`config.mk`:
```
export PLATFORM = sky130hd
export DESIGN_NAME = ob_stream_reader
export DESIGN_NICKNAME = d
export VERILOG_FILES = /design/src/rtl/ob_stream_reader.sv
export SDC_FILE = /design/constraint.sdc
export NUM_CORES = 1
export LEC_CHECK = 0
export CORE_ASPECT_RATIO = 1.4
export CORE_MARGIN = 4
export CORE_UTILIZATION = 30
export CTS_CLUSTER_DIAMETER = 120
export CTS_CLUSTER_SIZE = 28
export DETAILED_ROUTE_END_ITERATION = 10
export PLACE_DENSITY = 0.59
export SLEW_MARGIN = 20
export SYNTH_ARGS = -nofsm -noshare
export SYNTH_HDL_FRONTEND = slang
export SYNTH_SLANG_ARGS = --single-unit
```
`constraint.sdc`:
```
create_clock -name clk_i -period 10.7 [get_ports clk_i]
set_clock_uncertainty 0.05 [all_clocks]
set_input_delay 1.07 -clock clk_i [delete_from_list [all_inputs] [get_ports clk_i]]
set_output_delay 1.07 -clock clk_i [all_outputs]
set_load 0.02 [all_outputs]
```
`src/rtl/ob_stream_reader.sv`:
```
// Output-buffer reader: drains a row region of the SRAM into a valid/ready stream.
// Define OB_STREAM_READER_CLEAR_EN to follow every read with a zero write (read-and-clear).
module ob_stream_reader #(
    parameter int WIDTH  = 8,
    parameter int COL    = 4,
    parameter int O_SIZE = 512,
    localparam int AW = $clog2(O_SIZE),
    localparam int DW = COL * WIDTH
) (
    input  logic          clk_i,
    input  logic          rst_i,
    input  logic          start_i,
    input  logic [AW-1:0] base_addr_i,
    input  logic [AW:0]   len_i,
    output logic          busy_o,
    output logic          done_o,
    output logic          mem_cenb_o,
    output logic          mem_wenb_o,
    output logic [AW-1:0] mem_addr_o,
    output logic [DW-1:0] mem_d_o,
    input  logic [DW-1:0] mem_data_i,
    output logic [DW-1:0] data_o,
    output logic          valid_o,
    input  logic          ready_i,
    output logic          last_o
);

    localparam logic [1:0] S_IDLE  = 2'd0;
    localparam logic [1:0] S_READ  = 2'd1;
    localparam logic [1:0] S_DRAIN = 2'd2;

    logic [1:0]    state;
    logic [AW-1:0] base_q;
    logic [AW:0]   len_q;
    logic [AW:0]   issued;
    logic [AW:0]   issued_nx;
    logic          inflight;
    logic          inflight_last;
    logic [DW-1:0] fifo_data [3];
    logic [2:0]    fifo_last;
    logic [1:0]    rd_ptr;
    logic [1:0]    wr_ptr;
    logic [1:0]    count;
    logic [2:0]    occ;
    logic          last_seen;
    logic          wr_pend;
    logic          issue;
    logic          push;
    logic          pop;
    logic          pop_last;
    logic          fin;
    logic [AW-1:0] rd_addr;

    function automatic logic [AW-1:0] wrap_addr(input logic [AW-1:0] base, input logic [AW:0] ofs);
        logic [AW+1:0] sum;
        sum = {2'b00, base} + {1'b0, ofs};
        if (sum >= (AW+2)'(O_SIZE))
            sum = sum - (AW+2)'(O_SIZE);
        return sum[AW-1:0];
    endfunction

    function automatic logic [1:0] ptr_inc(input logic [1:0] p);
        return (p == 2'd2) ? 2'd0 : p + 2'd1;
    endfunction

    // Credit = rows parked in the FIFO plus the read whose data is still on the SRAM bus;
    // only registered state feeds the issue decision, so ready_i never reaches mem_*.
    assign occ       = {1'b0, count} + {2'b00, inflight};
    assign issued_nx = issued + (AW+1)'(1);
    assign issue     = (state == S_READ) && (issued < len_q) && (occ < 3'd3) && !wr_pend;
    assign push      = inflight;
    assign valid_o   = (count != 2'd0);
    assign pop       = valid_o && ready_i;
    assign pop_last  = pop && fifo_last[rd_ptr];
    assign fin       = (pop_last || last_seen) && !wr_pend;
    assign data_o    = valid_o ? fifo_data[rd_ptr] : '0;
    assign last_o    = valid_o && fifo_last[rd_ptr];
    assign busy_o    = (state != S_IDLE);
    assign rd_addr   = wrap_addr(base_q, issued);
    assign mem_d_o   = '0;

`ifdef OB_STREAM_READER_CLEAR_EN
    logic [AW-1:0] wr_addr;

    assign mem_cenb_o = !(issue || wr_pend);
    assign mem_wenb_o = !wr_pend;
    assign mem_addr_o = wr_pend ? wr_addr : (issue ? rd_addr : '0);

    // The write slot directly after each read zeroes the row just fetched.
    always_ff @(posedge clk_i) begin
        if (rst_i)
            wr_pend <= 1'b0;
        else
            wr_pend <= issue;
        wr_addr <= rd_addr;
    end
`else
    assign wr_pend    = 1'b0;
    assign mem_cenb_o = !issue;
    assign mem_wenb_o = 1'b1;
    assign mem_addr_o = issue ? rd_addr : '0;
`endif

    always_ff @(posedge clk_i) begin
        if (rst_i) begin
            state     <= S_IDLE;
            issued    <= '0;
            inflight  <= 1'b0;
            count     <= 2'd0;
            rd_ptr    <= 2'd0;
            wr_ptr    <= 2'd0;
            done_o    <= 1'b0;
            last_seen <= 1'b0;
        end else begin
            done_o   <= 1'b0;
            inflight <= issue;
            if (issue)
                issued <= issued_nx;
            unique case ({push, pop})
                2'b10:   count <= count + 2'd1;
                2'b01:   count <= count - 2'd1;
                default: ;
            endcase
            if (push)
                wr_ptr <= ptr_inc(wr_ptr);
            if (pop)
                rd_ptr <= ptr_inc(rd_ptr);

            unique case (state)
                S_IDLE: begin
                    if (start_i) begin
                        if (len_i != '0) begin
                            base_q    <= base_addr_i;
                            len_q     <= len_i;
                            issued    <= '0;
                            last_seen <= 1'b0;
                            state     <= S_READ;
                        end else begin
                            done_o <= 1'b1;
                        end
                    end
                end
                S_READ: begin
                    if (issue && (issued_nx == len_q))
                        state <= S_DRAIN;
                end
                S_DRAIN: begin
                    if (pop_last)
                        last_seen <= 1'b1;
                    if (fin) begin
                        done_o <= 1'b1;
                        state  <= S_IDLE;
                    end
                end
                default: state <= S_IDLE;
            endcase
        end
    end

    // Read return lands in the FIFO one cycle after issue, tagged if it is the final row.
    always_ff @(posedge clk_i) begin
        inflight_last <= issue && (issued_nx == len_q);
        if (push) begin
            fifo_data[wr_ptr] <= mem_data_i;
            fifo_last[wr_ptr] <= inflight_last;
        end
    end

    overflow_chk: assert property (@(posedge clk_i) disable iff (rst_i)
        !(push && !pop && (count == 2'd3)));

endmodule

```
==> results of run 1 <==
==> flip-flops by register name, summed over array words and instances, names as in the netlist, named ones only <==
| register | count |
|---|---|
| count | 2 |
| fifo_data | 96 |
| wr_ptr | 2 |
| rd_ptr | 2 |
| state | 2 |
| issued | 10 |
| inflight | 1 |
| fifo_last | 3 |
| inflight_last | 1 |
| base_q | 9 |
| len_q | 10 |
| last_seen | 1 |
| done_o | 1 |
==> critical path: cells and delay by family, from the launching register on <==
family | cells | cell delay (ns)
AOI/OAI and AO/OA | 3 | 0.76
xor gates and xnor gates | 1 | 0.14
DFF | 1 | 0.37
and+or+nand+nor | 2 | 0.20
buffers and inverters | 1 | 0.63
adders and majority gates | 2 | 0.64
==> metal layers <==
metal	part of all wire (%)	GRT usage, %	vias to the layer above	wire length [um]
li1	-	-	2051	-
met1	40	12.49	1966	5732
met2	52	21.53	145	7374
met3	5.2	3.172	26	740
met4	3.0	5.948	2	430
met5	0.091	0	-	13
==> final timing paths <==
path                       from            end  cells past startpoint
setup reg to reg      issued[1]       state[0]                      7
setup / recovery      base_q[0]  mem_addr_o[8]                      9
hold / removal    inflight_last   fifo_last[0]                      0
hold reg to reg   inflight_last   fifo_last[0]                      0
==> cell usage after synthesis (all sizes together), types with 2 or more instances <==
master	n	area (um^2)
nor3	11	66.32
nor3b	2	15.01
nand3	4	25.02
edfxtp	118	3543
dfxtp	24	480.5
nor4	4	55.05
conb	2	7.510
ha	22	275.3
o21a	7	52.55
o21ai	9	45.04
or3	2	13.77
xor2	13	113.9
mux2i	33	330.3
or2	3	18.77
nor2	102	390.4
nand4	2	12.51
a31o	2	17.52
a31oi	3	25.02
clkbuf	13	48.80
inv	19	71.32
buf	42	294.0
nand2	13	51.30
and2	2	12.51
and3	4	31.28
xnor2	16	140.1
or4	2	18.77
a21oi	45	225.2
==> cell type report <==
class                   instances  area (um^2)
multi-input cells             350         2240
clock buffers                  18        429.2
flip-flops and latches        142         4026
fillers                      2065        13010
repair buffers                106         1059
inverters                      19        71.32
clock inverters                14        121.4
well taps                     260        325.3
==> power groups by stage <==
stage	Sequential, mW	Combinational (mW)	Clock, mW
floorplan	0.638	0.202	0
global placement	0.655	0.315	0
detailed placement	0.656	0.320	0
CTS	0.644	0.321	0.566
global route	0.646	0.343	0.590
finish	0.643	0.316	0.548
==> logic make-up (layout without fill, tap and decap cells) <==
kind of cell    after synthesis  in the layout
compound gates               77             77
xor+xnor                     29             29
fa+ha+maj                    23             23
buf+inv                      74            157
flops                       142            142
mux                          33             33
other cells                   2             33
simple gates                155            155
==> metrics by stage <==
step                      instance area (um^2)  worst slack (ns)  total power, mW  utilization, %  instances
after CTS                                 8252             6.368            1.532           38.77        908
after detailed placement                  7701             6.836           0.9759           36.18        876
after global routing                      8272             6.203            1.578           38.87        909
final                                     8272             6.425            1.507           38.87        909
after floorplan                           6653             7.298           0.8399               -        566
after global placement                    7701             6.964           0.9699           36.18        876
==> flow_summary_export.csv, run 1 <==
group,metric,value,unit
grt,grt_pass1_wl,22.45,mm
layout,drive_above_1_share,9.399,%
floorplan,die_area,24250,um^2
job,cap_violations,0,
place,portBuffers,100,
timing,finalMaxSlewViolations,0,
critical_path,cp_slowest_cell,"clkdlybuf4s50_1",
cts,cts_inserted_buffers,17,
critical_path,worstPathArrival,3.16,ns
critical_path,worstPathMaxFanout,2,
power_and_ir_drop,seqPwrFrac,42.7,%
layout,n_antenna_cell,0,
timing,finalSetupTns,0,ns
route,routed_wl,14.29,mm
synthesis,async_reset_ff_share,0,%
hold_path,hold_path_class,"register to register",
power_and_ir_drop,p_switching,0.4433,mW
synthesis,synth_edf_count,118,
cts,clock_latency,0.42,ns
timing,post-route-min-period,4.275,ns
synthesis,ys_ff_latch,142,
grt,grt_pass1_vias,4334,
floorplan,fp-row-count,63,
layout,final_cell_mix,"edfxtp_1 (118), clkdlybuf4s50_1 (100), nor2_1 (99), a21oi_1 (45)",
grt,track_usage,11.83,%
cts,root_buffer,"clkbuf_16",
status,run_status,"completed",
cts,clk_pin_slew,0.06,ns
synthesis,synth_area_per_cell,12.22,um^2
timing,fin_crit_sh,39.95,%
timing,holdWs,0.4024,ns
cts,post-cts-setup-buffer-count,0,
synthesis,synth_xor_area_share,3.886,%
synthesis,synth_warnings,0,
cts,numClockSinks,142,
route,dr.pass1.iters,4,
power_and_ir_drop,pwr_density_cell,182.2,nW/um^2
grt,grt_max_degree,65,
timing,rsz0062_at_grt,"no",
synthesis,synthFlopType,"edfxtp_1",
synthesis,ys_seq_area_share,61.56,%
critical_path,path_cells,"ha_1, fa_1, a21oi_1, nor2b_1, o31a_1, o41ai_1, xnor2_1, nor2_1, clkdlybuf4s50_1",
route,final_antenna_net_count,0,
grt,antenna_found_initial,1,
route,via_per_inst,4.609,
power_and_ir_drop,power.internal,1.064,mW
floorplan,io_pins,134,
timing,relSlewSlack,26.43,%
place,gp_congestion,0.7785,
layout,fin_nets,714,
cts,htreeDepth,4,
cts,postCtsHoldBufs,0,
route,wl_per_cell,15.72,um
route,remaining_drc_errors,0,
floorplan,start_util,30.71,%
synthesis,yosys.area_share.adder,4.518,%
cts,cts.path.max_buffers,2,
synthesis,muxShareOfSynthArea,5.054,%
timing,setup_viol,0,
timing,finalHoldViolations,0,
route,vias,4190,
synthesis,synth_compound_area_share,6.968,%
floorplan,die_h,182.7,um
floorplan,die_w,132.8,um
critical_path,slowest_delay,0.63,ns
power_and_ir_drop,pwr-share-comb,21.0,%
critical_path,worstSetupEndpointType,"primary output",
layout,syn2layout_area_growth,26.55,%
floorplan,core,21280,um^2
critical_path,regToRegSetupSlack,8.20,ns
route,drt_iter0_drc,186,
synthesis,netlist_instances,535,
power_and_ir_drop,ir_drop,97.41,uV
cts,post_cts_resize_count,0,
synthesis,syn-cell-area,6536,um^2
critical_path,startpoint_type,"register",
critical_path,required,9.58,ns
cts,cts_tree,"yes",
power_and_ir_drop,clkPwrFrac,36.3,%
synthesis,ys_types,57,
power_and_ir_drop,sw_frac_of_total,29.41,%
power_and_ir_drop,p_leak,2.955,nW
timing,tightest_slew,1.103,ns
layout,final_common_cell,"edfxtp_1",
place,place_hpwl,9.716,mm
grt,globalRouteOverflowTotal,0,
timing,fmax,233.9,MHz
synthesis,synth-simple-area-share,11.56,%
synthesis,synth_top_family_by_area,"simple AND/OR/NAND/NOR gates",
critical_path,critical_path_class,"register to primary output",
(Power assumes the default switching activity.)
==> inputs of run 2 (changes only) <==
==> constraint.sdc (replaced) <==
create_clock -name clk_i -period 4.5 [get_ports clk_i]
set_clock_uncertainty 0.05 [all_clocks]
set_input_delay 0.45 -clock clk_i [delete_from_list [all_inputs] [get_ports clk_i]]
set_output_delay 0.45 -clock clk_i [all_outputs]
set_load 0.02 [all_outputs]
==> run 2 against run 1 <==
Net effect:
- critical path type unchanged
- sequential share of layout area fell by 0.45 points
- largest power group unchanged
- non-clock buffer count rose by 1
- register-to-register slack got worse by 6.2 ns
- total power rose by 150%
- utilization rose by 0.36 points
- via count rose by 0.91%
- critical endpoint is now mem_addr_o[7]
- wire length fell by 2.4%
- final area rose by 0.92%
- global-route usage fell by 0.17 points
- largest cell class unchanged
==> flow_summary_export.csv, run 2 (synthesis results as in run 1) <==
group,metric,value,unit
route,drt_iter0_drc,172,
layout,multi_input_area,2240,um^2
critical_path,path_buf_inv,1,
cts,numClockSinks,142,
grt,track_usage,11.66,%
place,dpl_cell_area,7701,um^2
floorplan,core,21280,um^2
floorplan,io_pins,134,
critical_path,reg2reg_from,"issued[1]",
layout,fillers,2054,
critical_path,worstPathArrival,3.11,ns
hold_path,holdPathStages,0,
layout,n_antenna_cell,0,
layout,seq_area,4026,um^2
timing,finalHoldViolations,0,
critical_path,regToRegSetupSlack,1.98,ns
place,place_hpwl,9.501,mm
grt,grt_max_degree,51,
timing,finalMaxSlewViolations,0,
critical_path,required,4.00,ns
power_and_ir_drop,p_leak,3.001,nW
timing,post-route-min-period,3.608,ns
critical_path,slowest_delay,0.63,ns
layout,final_cell_mix,"edfxtp_1 (118), clkdlybuf4s50_1 (100), nor2_1 (99), a21oi_1 (45)",
cts,root_buffer,"clkbuf_16",
critical_path,worstPathMaxFanout,20,
power_and_ir_drop,ir_drop,231.4,uV
critical_path,cp_common_cell,"ha_1",
critical_path,cp_slowest_cell,"clkdlybuf4s50_1",
cts,htreeDepth,4,
place,portBuffers,100,
route,remaining_drc_errors,0,
timing,tightest_slew,0.9181,ns
grt,grt_pass1_vias,4285,
timing,fin_crit_sh,80.17,%
floorplan,start_util,30.71,%
critical_path,critical_path_class,"register to primary output",
timing,finalSetupTns,0,ns
timing,relSlewSlack,38.79,%
critical_path,r2r-end,"state[0]",
cts,post-cts-setup-buffer-count,0,
cts,postCtsHoldBufs,0,
hold_path,hold_path_class,"register to register",
layout,syn2layout_area_growth,27.72,%
route,routed_wl,13.95,mm
layout,drive_above_1_share,9.538,%
floorplan,die_area,24250,um^2
hold_path,min_from,"inflight_last",
floorplan,fp-row-count,63,
job,cap_violations,0,
cts,clock_latency,0.41,ns
hold_path,hold_end,"fifo_last[2]",
critical_path,path_cells,"ha_1, ha_1, nor4b_4, nand2_2, nor4_4, nor2_4, nor3_1, clkdlybuf4s50_1",
route,vias,4228,
timing,rsz0062_at_grt,"no",
route,via_per_inst,4.646,
cts,cts.path.max_buffers,2,
cts,post_cts_resize_count,0,
cts,clk_pin_slew,0.06,ns
layout,top_regs,"fifo_data: 96 flops, issued: 10 flops, len_q: 10 flops",
layout,fin_nets,715,
floorplan,die_h,182.7,um
route,final_antenna_net_count,0,
timing,fmax,277.2,MHz
power_and_ir_drop,pwr_density_cell,444.2,nW/um^2
grt,globalRouteOverflowTotal,0,
layout,largest_reg_flops,96,
timing,setup_viol,0,
grt,antenna_found_initial,0,
layout,largest_register,"fifo_data",
route,dr.pass1.iters,4,
critical_path,reg2reg_depth,7,
layout,final_common_cell,"edfxtp_1",
cts,cts_tree,"yes",
status,run_status,"completed",
cts,cts_inserted_buffers,17,
place,gp_congestion,0.7770,
floorplan,die_w,132.8,um
route,wl_per_cell,15.33,um
critical_path,worstSetupEndpointType,"primary output",
critical_path,cp_top_family,"simple AND/OR/NAND/NOR gates",
layout,finish.instance_area,8348,um^2
critical_path,startpoint_type,"register",
grt,grt_pass1_wl,22.21,mm
[run 2: worst reg2reg max path, delay by kind of cell (launching register included)]
kind / cells / cell delay [ns]
xor+xnor: 1 / 0.14
flops: 1 / 0.46
simple gates: 4 / 1.32
fa+ha+maj: 1 / 0.32
compound gates: 1 / 0.10
[run 2: where the power goes]
group | internal, mW | switching [mW]
sequential | 1.47 | 0.0405
clock | 0.839 | 0.585
combinational | 0.342 | 0.433
total | 2.65 | 1.06
[run 2: how the worst max path moves through the flow]
| stage | startpoint | end | slack (ns) | cells past startpoint |
|---|---|---|---|---|
| finish | count[0] | mem_addr_o[7] | 0.89 | 8 |
| CTS | count[0] | mem_addr_o[7] | 0.86 | 8 |
| floorplan | inflight | fifo_data[2][0] | 1.10 | 2 |
| detailed placement | count[0] | mem_addr_o[7] | 1.34 | 8 |
| global placement | base_q[1] | mem_addr_o[7] | 1.37 | 8 |
| global route | count[0] | mem_addr_o[7] | 0.64 | 8 |
[run 2: metrics by stage]
stage	setup WS [ns]	instances	total power [mW]	hold WS, ns	utilization [%]
3_5_place_dp	1.336	876	2.316	0.3829	36.18
2_1_floorplan	1.098	566	1.997	0.3710	-
4_1_cts	0.8552	908	3.754	0.3980	39.00
5_1_grt	0.6360	910	3.877	0.4267	39.22
3_3_place_gp	1.372	876	2.305	0.3804	36.18
6_report	0.8925	910	3.709	0.4039	39.22
[run 2: per-layer routing]
metal	up-vias	GRT usage, %	wire length, um
met3	19	3.254	710
met2	131	21.20	7164
met1	2038	12.87	5808
met4	0	4.409	267
li1	2040	-	-
met5	-	0	0
[run 2: cell type report]
cell class,instances,share of cell area [%]
inverter,19,0.8543
multi-input combinational,350,26.83
clock buffer,18,5.141
timing repair buffer,107,13.01
tap,260,3.897
sequential,142,48.23
clock inverter,14,2.038
